<file path="src/rtl/alu_pkg.sv">
// Shared opcode/FUNC3 constants and the ALU request record passed from decode to issue.
package alu_pkg;

    localparam logic [6:0] OPC_OP    = 7'b0110011;
    localparam logic [6:0] OPC_OPIMM = 7'b0010011;

    typedef enum logic [2:0] {
        F3_ADD_SUB = 3'b000,
        F3_SLL     = 3'b001,
        F3_SLT     = 3'b010,
        F3_SLTU    = 3'b011,
        F3_XOR     = 3'b100,
        F3_SRL_SRA = 3'b101,
        F3_OR      = 3'b110,
        F3_AND     = 3'b111
    } alu_func3_e;

    typedef struct packed {
        logic [31:0] in0;
        logic [31:0] in1;
        logic [2:0]  func3;
        logic        sub;
        logic [4:0]  rd;
        logic        illegal;
    } alu_req_t;

endpackage

</file>
<file path="src/rtl/alu_decode.sv">
// Combinational RV32I OP / OP-IMM decode into an ALU request; other opcodes flag ILLEGAL.
module alu_decode
    import alu_pkg::*;
(
    input  logic [31:0] instr,
    input  logic [31:0] rs1_data,
    input  logic [31:0] rs2_data,
    output alu_req_t    req
);

    logic [6:0]  opcode;
    logic [2:0]  f3;
    logic [31:0] op_a;
    logic [31:0] op_b;
    logic        is_shift;

    always_comb begin
        opcode   = instr[6:0];
        f3       = instr[14:12];
        // x0 always reads as zero, whatever the register file or bypass supplied
        op_a     = (instr[19:15] == 5'd0) ? '0 : rs1_data;
        op_b     = (instr[24:20] == 5'd0) ? '0 : rs2_data;
        is_shift = (f3 == F3_SLL) || (f3 == F3_SRL_SRA);

        req       = '0;
        req.func3 = f3;
        case (opcode)
            OPC_OP: begin
                req.in0 = op_a;
                req.in1 = op_b;
                req.sub = instr[30] & ((f3 == F3_ADD_SUB) || (f3 == F3_SRL_SRA));
                req.rd  = instr[11:7];
            end
            OPC_OPIMM: begin
                req.in0 = op_a;
                req.in1 = is_shift ? {27'd0, instr[24:20]} : {{20{instr[31]}}, instr[31:20]};
                req.sub = instr[30] & (f3 == F3_SRL_SRA);
                req.rd  = instr[11:7];
            end
            default: req.illegal = 1'b1;
        endcase
    end

endmodule

</file>
<file path="src/rtl/alu_issue_stage.sv">
// ALU issue stage: decode at acceptance into a 2-entry skid FIFO with registered IN_READY.
// Optional writeback bypass enabled by defining ALU_ISSUE_FORWARD_EN.
module alu_issue_stage
    import alu_pkg::*;
(
    input  logic        CLK,
    input  logic        RST_N,
    input  logic        FLUSH,
    input  logic        IN_VALID,
    output logic        IN_READY,
    input  logic [31:0] INSTR,
    input  logic [31:0] RS1_DATA,
    input  logic [31:0] RS2_DATA,
    output logic        OUT_VALID,
    input  logic        OUT_READY,
    output logic [31:0] IN0,
    output logic [31:0] IN1,
    output logic [2:0]  FUNC3,
    output logic        SUB,
    output logic [4:0]  RD,
    output logic        ILLEGAL
`ifdef ALU_ISSUE_FORWARD_EN
    ,
    input  logic        WB_VALID,
    input  logic [4:0]  WB_RD,
    input  logic [31:0] WB_DATA
`endif
);

    logic [31:0] rs1_val;
    logic [31:0] rs2_val;
    alu_req_t    dec_req;
    alu_req_t    mem_q [2];
    alu_req_t    out_req;
    logic        wr_ptr_q;
    logic        rd_ptr_q;
    logic [1:0]  count_q;
    logic [1:0]  count_d;
    logic        in_ready_q;
    logic        push;
    logic        pop;

`ifdef ALU_ISSUE_FORWARD_EN
    always_comb begin
        rs1_val = RS1_DATA;
        rs2_val = RS2_DATA;
        if (WB_VALID && (WB_RD != 5'd0) && (WB_RD == INSTR[19:15])) rs1_val = WB_DATA;
        if (WB_VALID && (WB_RD != 5'd0) && (WB_RD == INSTR[24:20])) rs2_val = WB_DATA;
    end
`else
    assign rs1_val = RS1_DATA;
    assign rs2_val = RS2_DATA;
`endif

    alu_decode u_decode (
        .instr    (INSTR),
        .rs1_data (rs1_val),
        .rs2_data (rs2_val),
        .req      (dec_req)
    );

    // IN_READY comes from a flop, so a push never depends on this cycle's OUT_READY
    always_comb begin
        push    = IN_VALID & in_ready_q;
        pop     = OUT_VALID & OUT_READY;
        count_d = FLUSH ? 2'd0 : count_q + {1'b0, push} - {1'b0, pop};
    end

    always_ff @(posedge CLK or negedge RST_N) begin
        if (!RST_N) begin
            count_q    <= '0;
            wr_ptr_q   <= 1'b0;
            rd_ptr_q   <= 1'b0;
            in_ready_q <= 1'b0;
            for (int unsigned i = 0; i < 2; i++) mem_q[i] <= '0;
        end else begin
            count_q    <= count_d;
            in_ready_q <= (count_d != 2'd2);
            if (FLUSH) begin
                wr_ptr_q <= 1'b0;
                rd_ptr_q <= 1'b0;
            end else begin
                if (push) begin
                    mem_q[wr_ptr_q] <= dec_req;
                    wr_ptr_q        <= ~wr_ptr_q;
                end
                if (pop) rd_ptr_q <= ~rd_ptr_q;
            end
        end
    end

    assign OUT_VALID = (count_q != 2'd0);
    assign IN_READY  = in_ready_q;
    assign out_req   = OUT_VALID ? mem_q[rd_ptr_q] : '0;

    assign IN0     = out_req.in0;
    assign IN1     = out_req.in1;
    assign FUNC3   = out_req.func3;
    assign SUB     = out_req.sub;
    assign RD      = out_req.rd;
    assign ILLEGAL = out_req.illegal;

endmodule

</file>
<file path="config.mk">
export PLATFORM = sky130hd
export DESIGN_NAME = alu_issue_stage
export DESIGN_NICKNAME = d
export VERILOG_FILES = /design/src/rtl/alu_pkg.sv /design/src/rtl/alu_decode.sv /design/src/rtl/alu_issue_stage.sv
export SDC_FILE = /design/constraint.sdc
export NUM_CORES = 1
export LEC_CHECK = 0
export ABC_AREA = 1
export BUFFER_PORTS_ARGS = -buffer_cell sky130_fd_sc_hd__buf_2
export CORE_UTILIZATION = 47
export CTS_CLUSTER_DIAMETER = 30
export DETAILED_ROUTE_END_ITERATION = 6
export GPL_TIMING_DRIVEN = 1
export PLACE_DENSITY_LB_ADDON = 0.3
export SETUP_SLACK_MARGIN = 0.4
export SLEW_MARGIN = 20
export SYNTH_ARGS = -nofsm -noshare
export SYNTH_HDL_FRONTEND = slang
export SYNTH_SLANG_ARGS = --single-unit
</file>
<file path="constraint.sdc">
create_clock -name CLK -period 1.9 [get_ports CLK]
set_clock_uncertainty 0.05 [all_clocks]
set_input_delay 0.19 -clock CLK [delete_from_list [all_inputs] [get_ports CLK]]
set_output_delay 0.19 -clock CLK [all_outputs]
set_load 0.005 [all_outputs]
</file>
==> reports/results.env <==
STATUS='complete, no violations'
STDCELL_COUNT=1437
CP-START-KIND='flip-flop'
SYNTH.TOP_CELLS.BY_COUNT='508 x sky130_fd_sc_hd__nand2_1, 153 x sky130_fd_sc_hd__dfrtp_1, 75 x sky130_fd_sc_hd__a21oi_1'
MAX_STAGE_DELAY_NS=0.53
DP_WORST_SETUP_SLACK_NS=0.1973
DRT-TOTAL-WL_MM=22.44
SYNTH_CELL_TYPES=27
CLK-INSERTION-DELAY-LATE_NS=0.42
MAXSLEWHEADROOM=0.6677
GROUTE.LAYER.MET1.USAGE=0.3568
GRT_PASS1_VIAS=6953
HOLD_VIOLATIONS=0
DPL.CELL_COUNT=1384
ANTENNADIODECOUNT=0
POST_SYNTH_EDFFS=0
VDD_DROP_MAX_V=0.0007593
CP-END-KIND='output port'
WORST_TRAN_PIN_VALUE_NS=0.4984
YOSYSWARNINGS=0
GRT_REMAINING_OVERFLOW=0
CTS.ROOT.BUFFER_CELL='sky130_fd_sc_hd__clkbuf_16'
PROPORTION_OF_LAYOUT_CELLS_WITH_A_DRIVE_SUFFIX_ABOVE_1=0.2391
GLOBAL_ROUTE.USAGE.TOTAL=0.2662
ANTENNA_FOUND_INITIAL=0
MAXCAPVIOLATIONS=0
NUM_IO_PINS=177
DIE_AREA_UM2=16820
YOSYS.AREA.TOP_TYPE='sky130_fd_sc_hd__dfrtp_1'
DRT-WIRELENGTH-PER-CELL_UM=15.62
CRITICAL_PATH_CELL_LIST='inv_6, clkbuf_16, nand2_1, a21oi_2, buf_2'
PATH_CLASS='reg -> out'
SETUP_WS_NS=0.01300
GRT_START_MAX_NET_PINS=98
YS_TOP_CELLS_BY_AREA='sky130_fd_sc_hd__dfrtp_1 50%, sky130_fd_sc_hd__nand2_1 25%, sky130_fd_sc_hd__a21oi_1 4.9%'
CELLPOWERDENSITY_nW_PER_UM2=1030
TOTAL_NUMBER_OF_VIAS=7357
FINAL.FILL_COUNT=1405
ASYNC_RESET_FF_FRAC=1.000
R2R_SETUP_SLACK_NS=0.16
TRITONCTS_CLOCK_TREE='built'
CLKSINKCOUNT=153
POST_DP_CELL_AREA_UM2=8752
POST_SYNTH.CELL_AREA_AVG_UM2=7.355
SYNTH_TOP_FLOP_CELL='sky130_fd_sc_hd__dfrtp_1'
TIMING.CRITICAL_PATH.FANOUT_MAX=10
NUMCTSBUFFERS=17
DESIGN.FINAL.NETS=1311
FP.DIEH_UM=129.7
CORE_UM2=15890
FINALCRITICALPERIOD_NS=1.887
FINAL.PERIOD_UTILIZATION=0.9932
CLK_PATH_BUF_DEPTH=2
DESIGN_AREA_UM2=9847
FINISH.UTILIZATION=0.6199
POST-ROUTE-DRC-COUNT=0
SYNTH.TOP_CELL.AREA_SHARE=0.4996
REPORT.FINAL.SETUP_VIOL=0
CLOCK_PIN_TRANSITION_ON_THE_WORST_SETUP_AND_HOLD_TIMING_PATHS_NS=0.06
PLACE_HPWL_MM=12.88
WORST_EP_ARRIVAL_TIME_NS=1.65
DRT_PASS1_ITERATIONS=5
DETAIL_ROUTE.VIAS_PER_CELL=5.120
CTS-HTREE-LEVELS=4
DRTANTENNAVIOLNETS=0
SYNTH_SEQ_AREA_SHARE=0.4996
POSTSYNTHNETCOUNT=1145
CRIT_PATH_TOP_DELAY_CELL='sky130_fd_sc_hd__dfrtp_4'
BUFFER_PORTS.INSERTED=176
CP.REQUIRED_NS=1.66
AREA_DELTA_SYNTH_FINAL_PCT=28.49
GRT.MET3_USAGE=0.05371
COUNT_OF_FINAL_MAX_SLEW_CHECK_FAILURES=0
GRT_SETUP_UNREPAIRED='true'
ROWS=46
YS_SEQ_ELEMENTS=153
GLOBAL_ROUTE_MET2_USAGE=0.4322
FLOORPLAN.INITIALDENSITY=0.4824
MAXCLOCKFREQUENCY_GHz=0.5299
HOLD_PATH.CLASS='in -> reg'
LEAKAGE_nW=5.307
CHIPWIDTH_UM=129.7
DRTITER0DRC=564
LIBRARY_CELL_WITH_THE_HIGHEST_INSTANCE_COUNT_AFTER_SYNTHESIS='sky130_fd_sc_hd__nand2_1'
SYN-CELL-AREA_UM2=7664
ROUTABILITYCONGESTION=0.7881
GRT.BUSIEST_LAYER='met2'
GLOBAL_ROUTE_WIRE_LENGTH_BEFORE_REPAIR_MM=34.41
POST_SYNTH_INST_COUNT=1042
## layout by cell type, fill, tap and decap left out, types with 2 or more instances in the layout
cell type | netlist | final
sky130_fd_sc_hd__nand2_1 | 508 | 507
sky130_fd_sc_hd__buf_2 | 31 | 174
sky130_fd_sc_hd__dfrtp_1 | 153 | 152
sky130_fd_sc_hd__a21oi_1 | 75 | 63
sky130_fd_sc_hd__o21ai_0 | 61 | 52
sky130_fd_sc_hd__inv_1 | 43 | 42
sky130_fd_sc_hd__nor2_1 | 39 | 38
sky130_fd_sc_hd__nand3_1 | 29 | 29
sky130_fd_sc_hd__o21ai_1 | 22 | 22
sky130_fd_sc_hd__clkbuf_16 | 0 | 21
sky130_fd_sc_hd__nand3_2 | 13 | 13
sky130_fd_sc_hd__a21oi_2 | 0 | 12
sky130_fd_sc_hd__o21ai_2 | 2 | 10
sky130_fd_sc_hd__buf_12 | 0 | 10
sky130_fd_sc_hd__buf_4 | 4 | 10
sky130_fd_sc_hd__dlygate4sd3_1 | 0 | 8
sky130_fd_sc_hd__nand4_1 | 7 | 7
sky130_fd_sc_hd__buf_6 | 3 | 6
sky130_fd_sc_hd__clkinv_2 | 0 | 4
sky130_fd_sc_hd__clkbuf_8 | 0 | 4
sky130_fd_sc_hd__buf_16 | 0 | 4
sky130_fd_sc_hd__nor2_4 | 2 | 3
sky130_fd_sc_hd__nor2_2 | 3 | 3
sky130_fd_sc_hd__inv_2 | 4 | 3
sky130_fd_sc_hd__nor3_1 | 3 | 3
sky130_fd_sc_hd__bufinv_16 | 0 | 3
sky130_fd_sc_hd__clkbuf_1 | 26 | 3
sky130_fd_sc_hd__nand2_2 | 1 | 2
## flip-flops by register name (all words and copies together), names as in the netlist
| name | cells |
|---|---|
| count_q | 2 |
| mem_q | 148 |
| wr_ptr_q | 1 |
| IN_READY | 1 |
| rd_ptr_q | 1 |
## area by class of cell
class	count	area, um2	share of cell area
Multi-Input combinational cell	771	3421	0.3474
Clock inverter	8	117.6	0.01194
Timing Repair Buffer	217	1519	0.1543
Clock buffer	24	491.7	0.04994
Sequential cell	153	3832	0.3892
Inverter	48	195.2	0.01982
Tap cell	216	270.3	0.02745
## cell families (layout without fill, tap and decap cells)
kind of cell,Yosys count,after routing,synth area share
AO/OA/AOI/OAI,160,160,0.1055
buffers and inverters,118,297,0.06775
adder cells (fa/ha/maj),2,2,0.003265
flip-flops,153,153,0.4996
AND/OR/NAND/NOR,607,607,0.3216
XOR/XNOR,2,2,0.002286
## repair_timing
| item | in CTS | in global routing |
|---|---|---|
| hold endpoints to repair | 111 | 0 |
| pin swaps | 2 | 2 |
| resized for setup | 41 | 20 |
| endpoints found under the setup margin | 119 | 163 |
| setup buffers | 2 | 3 |
| hold buffers | 8 | 0 |
| cloned | 3 | 5 |
## per-layer routing
metal / vias up / share of wire
li1: 3606 / -
met1: 3465 / 0.45
met2: 258 / 0.47
met3: 28 / 0.062
met4: 0 / 0.017
met5: - / 0
## per-stage QoR
| stage | total power [mW] | setup TNS [ns] | hold slack [ns] |
|---|---|---|---|
| final | 10.14 | 0 | 0.01555 |
| after detailed placement | 6.017 | 0 | 0.07265 |
| after global placement | 5.967 | 0 | 0.07294 |
| after global routing | 10.59 | -0.9837 | 0.02373 |
| after floorplan | 5.107 | 0 | -0.1556 |
| after CTS | 9.976 | -0.05012 | 0.006697 |
## power breakdown
| group | switching [mW] | total (mW) | internal, mW |
|---|---|---|---|
| registers | 0.171 | 3.80 | 3.63 |
| logic | 1.74 | 2.83 | 1.09 |
| clock network | 1.32 | 3.51 | 2.20 |
## path summary, 6_finish.rpt
kind,startpoint,end,cells past startpoint
worst min-delay path,INSTR[14],mem_q[83]$_DFFE_PN0P_,3
worst max-delay path,rd_ptr_q$_DFFE_PN0P_,IN1[13],5
max in group asynchronous,RST_N,mem_q[143]$_DFFE_PN0P_,3
worst min register to register,mem_q[135]$_DFFE_PN0P_,mem_q[135]$_DFFE_PN0P_,2
worst max register to register,count_q[1]$_DFF_PN0_,IN_READY$_DFF_PN0_,9
min in group asynchronous,RST_N,mem_q[111]$_DFFE_PN0P_,2
## critical path, delay by kind of cell, from the launching register on
kind | cells | cell delay (ns)
flip-flops | 1 | 0.53
buffers and inverters | 3 | 0.45
AO/OA/AOI/OAI | 1 | 0.17
AND/OR/NAND/NOR | 1 | 0.07
No activity file was read; power rests on OpenSTA's default activity.
